`src/rtl/adder_arbiter.sv`:
```
// rtl/adder_arbiter.sv - two-requester round-robin front end for a shared external ripple adder
// Optional rsp_ovf output (signed overflow) enabled by defining ADDER_ARBITER_OVF_EN.
module adder_arbiter #(
    parameter int WIDTH  = 4,
    parameter int SETTLE = 3
) (
    input  logic             clk,
    input  logic             rst,
    input  logic             req0_valid,
    input  logic [WIDTH-1:0] req0_a,
    input  logic [WIDTH-1:0] req0_b,
    input  logic             req0_cin,
    output logic             req0_ready,
    input  logic             req1_valid,
    input  logic [WIDTH-1:0] req1_a,
    input  logic [WIDTH-1:0] req1_b,
    input  logic             req1_cin,
    output logic             req1_ready,
    output logic [WIDTH-1:0] add_a,
    output logic [WIDTH-1:0] add_b,
    output logic             add_cin,
    input  logic [WIDTH-1:0] add_sum,
    input  logic             add_cout,
    output logic             rsp_valid,
    output logic             rsp_id,
    output logic [WIDTH-1:0] rsp_sum,
    output logic             rsp_cout,
`ifdef ADDER_ARBITER_OVF_EN
    output logic             rsp_ovf,
`endif
    input  logic             rsp_ready
);

    typedef enum logic [1:0] {S_IDLE, S_SETTLE, S_RESP} state_t;

    state_t     state;
    logic       ptr;
    logic [3:0] cnt;
    logic       gnt0;
    logic       gnt1;

    // Grants are combinational so the accept happens in the same cycle valid is seen.
    always_comb begin
        gnt0 = 1'b0;
        gnt1 = 1'b0;
        if (!rst && state == S_IDLE) begin
            if (req0_valid && (!req1_valid || !ptr))
                gnt0 = 1'b1;
            else if (req1_valid)
                gnt1 = 1'b1;
        end
    end

    assign req0_ready = gnt0;
    assign req1_ready = gnt1;

    always_ff @(posedge clk or posedge rst) begin
        if (rst) begin
            state     <= S_IDLE;
            ptr       <= 1'b0;
            cnt       <= 4'd0;
            add_a     <= '0;
            add_b     <= '0;
            add_cin   <= 1'b0;
            rsp_valid <= 1'b0;
            rsp_id    <= 1'b0;
            rsp_sum   <= '0;
            rsp_cout  <= 1'b0;
`ifdef ADDER_ARBITER_OVF_EN
            rsp_ovf   <= 1'b0;
`endif
        end else begin
            case (state)
                S_IDLE: begin
                    if (gnt0 || gnt1) begin
                        add_a   <= gnt1 ? req1_a   : req0_a;
                        add_b   <= gnt1 ? req1_b   : req0_b;
                        add_cin <= gnt1 ? req1_cin : req0_cin;
                        rsp_id  <= gnt1;
                        cnt     <= 4'(SETTLE - 1);
                        state   <= S_SETTLE;
                    end
                end
                S_SETTLE: begin
                    // Counter reaches zero on the SETTLE-th edge after accept.
                    if (cnt == 4'd0) begin
                        rsp_sum   <= add_sum;
                        rsp_cout  <= add_cout;
`ifdef ADDER_ARBITER_OVF_EN
                        rsp_ovf   <= (add_a[WIDTH-1] == add_b[WIDTH-1]) &&
                                     (add_sum[WIDTH-1] != add_a[WIDTH-1]);
`endif
                        rsp_valid <= 1'b1;
                        state     <= S_RESP;
                    end else begin
                        cnt <= cnt - 4'd1;
                    end
                end
                S_RESP: begin
                    if (rsp_ready) begin
                        rsp_valid <= 1'b0;
                        ptr       <= ~rsp_id;
                        state     <= S_IDLE;
                    end
                end
                default: state <= S_IDLE;
            endcase
        end
    end

endmodule
```
`config.mk`:
```
export PLATFORM = sky130hd
export DESIGN_NAME = adder_arbiter
export DESIGN_NICKNAME = d
export VERILOG_FILES = /design/src/rtl/adder_arbiter.sv
export SDC_FILE = /design/constraint.sdc
export NUM_CORES = 1
export LEC_CHECK = 0
export CAP_MARGIN = 20
export CORE_MARGIN = 2
export CORE_UTILIZATION = 35
export DETAILED_ROUTE_END_ITERATION = 6
export HOLD_SLACK_MARGIN = 0.12
export PLACE_DENSITY = 0.68
export SYNTH_ARGS = -nofsm -noshare
export SYNTH_HDL_FRONTEND = slang
export SYNTH_SLANG_ARGS = --single-unit
```
`constraint.sdc`:
```
create_clock -name clk -period 1.85 [get_ports clk]
set_clock_uncertainty 0.05 [all_clocks]
set_input_delay 0.37 -clock clk [delete_from_list [all_inputs] [get_ports clk]]
set_output_delay 0.37 -clock clk [all_outputs]
set_load 0.01 [all_outputs]
```
==> reports/metrics.cfg, run 1 <==
[sta]
worst_slack_ns = -0.07189
worstMarginPinSlew_ns = 0.3140
finalHoldViolCount = 0
final.period_utilization = 1.039
maxSlewViolCount = 0
fin_crit_ns = 1.922
maxSlewHeadroom = 0.7900
rsz0062_at_grt = true
setup_viol = 1
tns_ns = -0.07189
max_freq_mhz = 520.3

[detailed_routing]
drc = 0
postRouteAntennaNets = 0
wl_per_cell_um = 14.20
avgViaCountPerCell = 5.107
vias = 909
drt_iter0_drc = 20
first_pass_iters = 4
drt-total-wl_um = 2527

[power_and_ir_drop]
power.total_mw = 2.398
ir_drop_mv = 0.5369
power_leakage_nw = 0.7401
p_per_area_nw_per_um2 = 1430

[setup_path]
worstSetupStartpointType = flop
cp_cell_sequence = or3_4 > a211oi_4 > buf_2
cp_top_family = flip-flops
path_buf_inv = 1
cp.required_ns = 1.43
worstSetupPathDepth = 3
rr_worst_depth = 5
worstPathMaxFanout = 2
critPathMaxStageDelay_ns = 0.42
slowest_stage = dfrtp_1
crit_path_end_kind = primary output
cp.arrival_ns = 1.50
criticalPathCategory = reg2out

[die]
core-area_sq_um = 2978
fp.dieArea_sq_um = 3511
io_pins = 46
start_util = 0.3588
fp.dieH_um = 59.26
die_w_um = 59.26
rows = 20

[synthesis]
yosys_warnings = 0
synthDistinctLibCells = 28
synth_seq_cells = 23
synthesis.nets = 117
synth_area_sq_um = 1069
netlist_instances = 87
seq_area_frac_synth = 0.5386
syn_area_per_cell_sq_um = 12.28

[layout]
finalNonFillerCells = 178
final_layout_size_suffix_gt1_frac = 0.2345
area.growth.synth_to_final_pct = 56.91
antenna_cells = 0
finalNetCount = 176

[placement]
gp_congestion = 0.7696
numPortBuffers = 45
place_ws_ns = -0.5470
dp_hpwl_um = 2034
place_inst = 174

[grt]
grt-ovfl-total = 0
grt_util_all_layers = 0.1626
grt_pass1_wl_um = 4326
grt_max_degree = 15
grt_pass1_vias = 1025
antenna_found_initial = 0

[run]
maxCapViolCount = 0

[status]
violations = setup timing
status = finished, violations left

[cts]
clock_path_buffers = 2
cts_root_buffer = clkbuf_4
path_clk_slew_ns = 0.13
cts_tree = yes
cts_buffers = 3
post_cts_buffers = 0
clk_latency_ns = 0.30
cts_num_sinks = 23
htreeDepth = 1

[hold_path]
hold_path_class = in2async

[where the power goes]
group | switching (mW) | total, mW | leakage [nW] | internal [mW]
Sequential | 0.140 | 0.884 | 0.278 | 0.744
Clock | 0.151 | 0.232 | 0.0177 | 0.0805
Combinational | 0.502 | 1.28 | 0.444 | 0.781
Total | 0.793 | 2.40 | 0.740 | 1.61
[Yosys cell counts, drive strengths merged]
library cell  number  area [sq um]
nor3               1         5.000
a22o               1         8.760
a21boi             9         67.56
or3                1         11.26
ha                 2         25.02
buf                2         10.01
and2b              1         7.510
clkbuf             1         3.750
nand3              3         15.01
a21bo              1         10.01
a221o              9         90.09
a211oi             1         20.02
mux2i              1         10.01
nand2              5         18.77
and3               1         6.260
nand3b             2         15.01
or3b               1         8.760
dfrtp             23         575.6
a22oi              1         7.510
a21o               1         7.510
nor3b              1         12.51
nand2b             2         12.51
or2                1         6.260
nor2               3         11.26
o21ai              4         20.02
mux2               6         71.31
inv                3         11.26
[flip-flops by register name (all words and copies together) (netlist names)]
| signal | flops |
|---|---|
| rsp_id | 1 |
| add_a | 4 |
| cnt | 4 |
| add_b | 4 |
| rsp_cout | 1 |
| rsp_valid | 1 |
| add_cin | 1 |
| state | 2 |
| rsp_sum | 4 |
| ptr | 1 |
[timing repair]
action / 4_1_cts / 5_1_grt
hold buffers: 0 / 0
gates resized for setup: 10 / 6
setup endpoints to repair: 2 / 4
pin swaps: 3 / 4
[worst register-to-register path, cell delays in order, from the launching register on]
cell and delay (ns):
dfrtp_1 0.43, inv_1 0.09, ha_2 0.19, or3b_4 0.39, a22o_1 0.22, mux2_4 0.30
[through the flow]
step	hold slack (ns)	instance area, sq um	util
6_report	0.1994	1677	0.5630
3_5_place_dp	0.4257	1637	0.5496
5_1_grt	0.2185	1677	0.5630
3_3_place_gp	0.4154	1637	0.5496
2_1_floorplan	0.3219	1069	-
4_1_cts	0.1707	1658	0.5567
[area by class of cell]
class | count | area, sq um
Multi-Input combinational cell | 58 | 489.2
Clock inverter | 1 | 5.005
Tap cell | 33 | 41.29
Clock buffer | 3 | 22.52
Sequential cell | 23 | 575.6
Inverter | 3 | 11.26
Timing Repair Buffer | 57 | 531.8
Fill cell | 260 | 1301
[placed cells by master, fill, tap and decap left out, types with 3 or more instances in the layout]
master	count
a221o_1	9
nor2_1	3
clkbuf_4	3
a21boi_0	9
buf_4	13
mux2_2	5
clkdlybuf4s50_1	42
nand3_1	3
nand2_1	5
o21ai_0	4
dfrtp_1	23
[final timing paths]
path / start / end / slack (ns)
setup / recovery: state[0] / req0_ready / -0.07
hold / removal: rst / add_a[2] / 0.20
setup reg to reg: cnt[1] / cnt[1] / 0.09
hold reg to reg: rsp_valid / rsp_valid / 0.45
max in group asynchronous: rst / ptr / 1.35
min in group clk: rsp_valid / rsp_valid / 0.45
[layer usage]
layer | wire length [um] | GRT usage | vias up
li1 | - | - | 438
met5 | 0 | 0 | -
met3 | 151 | 0.04148 | 2
met1 | 1010 | 0.1869 | 440
met4 | 19 | 0.05519 | 0
met2 | 1346 | 0.2904 | 29
[logic make-up after synthesis]
family	count (synthesis)	share of synthesized area
adder cells (fa/ha/maj)	2	0.02342
multiplexers	7	0.07610
AO/OA/AOI/OAI	27	0.2166
flip-flops	23	0.5386
buffers and inverters	6	0.02342
AND/OR/NAND/NOR	22	0.1218
(Power assumes the default switching activity.)
==> run 2, diff against run 1 <==
--- a/config.mk
+++ b/config.mk
@@ -7,10 +7,10 @@
 export LEC_CHECK = 0
 export CAP_MARGIN = 20
 export CORE_MARGIN = 2
-export CORE_UTILIZATION = 35
+export CORE_UTILIZATION = 41
 export DETAILED_ROUTE_END_ITERATION = 6
 export HOLD_SLACK_MARGIN = 0.12
-export PLACE_DENSITY = 0.68
+export PLACE_DENSITY = 0.78
 export SYNTH_ARGS = -nofsm -noshare
 export SYNTH_HDL_FRONTEND = slang
 export SYNTH_SLANG_ARGS = --single-unit
==> run 2 against run 1 <==
The run still ends with setup timing left. Largest cell class unchanged. Global-route usage increased by 3.7 points. Wire length increased by 3.3%. Worst hold slack got worse by 0.011 ns. Sequential share of layout area increased by 0.23 points. Critical path depth unchanged. Via count increased by 2.3%. Largest power group unchanged. Critical endpoint unchanged. Register-to-register slack got worse by 0.02 ns. Clock power decreased by 2%. Clock-buffer cell count unchanged. Setup slack improved by 0.018 ns.
==> reports/metrics.cfg, run 2 (same netlist as run 1, synthesis figures left out) <==
[layout]
multiInputGateArea_sq_um = 484.2
fin_area_sq_um = 1665
mostFrequentLayoutCells = clkdlybuf4s50_1, dfrtp_1, buf_4
seq_area_sq_um = 575.6
final_common_cell = clkdlybuf4s50_1
nFillCells = 206
final_layout_size_suffix_gt1_frac = 0.2276
finalNetCount = 176
area.growth.synth_to_final_pct = 55.86
antenna_cells = 0

[sta]
finalHoldViolCount = 0
maxSlewViolCount = 0
rsz0062_at_grt = true
worstMarginPinSlew_ns = 0.4070
max_freq_mhz = 525.1
worst_slack_ns = -0.05430
maxSlewHeadroom = 0.7283
fin_crit_ns = 1.904
setup_viol = 1
final.period_utilization = 1.029
tns_ns = -0.05430

[power_and_ir_drop]
p_sw_frac = 0.3334
seqPwrFrac = 0.365
clockPowerShare = 0.095
comb_power_share = 0.540
p_per_area_nw_per_um2 = 1445
power_leakage_nw = 0.7413
p_sw_mw = 0.8023
ir_drop_mv = 0.9067
intPower_mw = 1.604

[grt]
grt_pass1_vias = 955
grt_util_all_layers = 0.1995
grt_max_degree = 14
antenna_found_initial = 0
grt_pass1_wl_um = 4215
grt-ovfl-total = 0

[die]
core-area_sq_um = 2477
io_pins = 46
start_util = 0.4313
die_w_um = 55.05
fp.dieArea_sq_um = 3031
rows = 18
fp.dieH_um = 55.05

[cts]
cts_root_buffer = clkbuf_4
htreeDepth = 1
cts_buffers = 3
path_clk_slew_ns = 0.13
cts_tree = yes
holdBufCountCts = 0
clk_latency_ns = 0.30
clock_path_buffers = 2
cts_num_sinks = 23

[setup_path]
slowest_stage = dfrtp_1
cp.arrival_ns = 1.48
path_buf_inv = 1
rr_worst_depth = 5
cp_cell_sequence = or3_4 > a211oi_4 > buf_2
r2r_start = cnt[1]
r2r_slack_ns = 0.07
crit_path_end_kind = primary output
reg2reg_to = cnt[1]
worstSetupStartpointType = flop
criticalPathCategory = reg2out
critPathMaxStageDelay_ns = 0.41
cp_top_family = flip-flops
cp.required_ns = 1.43
worstPathMaxFanout = 2

[detailed_routing]
drc = 0
first_pass_iters = 4
wl_met1_um = 1030
drt_iter0_drc = 21
postRouteAntennaNets = 0
wl_met3_um = 200
avgViaCountPerCell = 5.314
wl_met2_um = 1361
wl_per_cell_um = 14.91
dr.max_layer_used = met4
drt-total-wl_um = 2610
vias = 930

[status]
violations = setup timing
status = finished, violations left

[placement]
placed_cell_area_sq_um = 1625
numPortBuffers = 45
gp_congestion = 0.7612
dp_hpwl_um = 2067

[hold_path]
hold_path_class = in2async

[run]
maxCapViolCount = 0

## run 2: power groups by stage
| stage | logic, mW | clock network [mW] | registers (mW) |
|---|---|---|---|
| after CTS | 1.28 | 0.235 | 0.879 |
| after global placement | 1.23 | 0 | 0.882 |
| after floorplan | 0.569 | 0 | 0.960 |
| after global routing | 1.42 | 0.257 | 0.905 |
| after detailed placement | 1.27 | 0 | 0.885 |
| final | 1.30 | 0.227 | 0.879 |
## run 2: final cells by class
class	instances	share of cell area
clock inverters	1	0.003005
flip-flops and latches	23	0.3456
repair buffers	57	0.3178
well taps	30	0.02254
clock buffers	3	0.01352
inverters	3	0.006762
multi-input cells	58	0.2908
## run 2: layer usage
metal / vias up / global-route usage
li1: 441 / -
met3: 2 / 0.04839
met2: 42 / 0.3472
met5: - / 0
met1: 445 / 0.2397
met4: 0 / 0.06911
## run 2: worst max path at each step
stage	end	startpoint	cells past startpoint
floorplan	cnt[1]	cnt[0]	5
global placement	req0_ready	rst	4
detailed placement	req0_ready	rst	4
CTS	req0_ready	state[1]	3
global route	req0_ready	state[1]	3
finish	req0_ready	state[1]	3
## run 2: through the flow
step / hold WS [ns] / std cells / utilization / setup WS [ns] / total power, mW
after floorplan: 0.3219 / 87 / - / 0.1692 / 1.530
after global placement: 0.4162 / 170 / 0.6561 / -0.5250 / 2.111
after detailed placement: 0.4320 / 170 / 0.6561 / -0.5314 / 2.159
after CTS: 0.1784 / 174 / 0.6646 / -0.1217 / 2.390
after global routing: 0.2308 / 175 / 0.6722 / -0.1042 / 2.581
final: 0.1880 / 175 / 0.6722 / -0.05430 / 2.406
## run 2: timing repair
item                       4_1_cts  5_1_grt
resized for setup               10        4
pin swaps                        3        2
cloned                           0        0
setup endpoints to repair        2        4
buffers inserted                 0        1
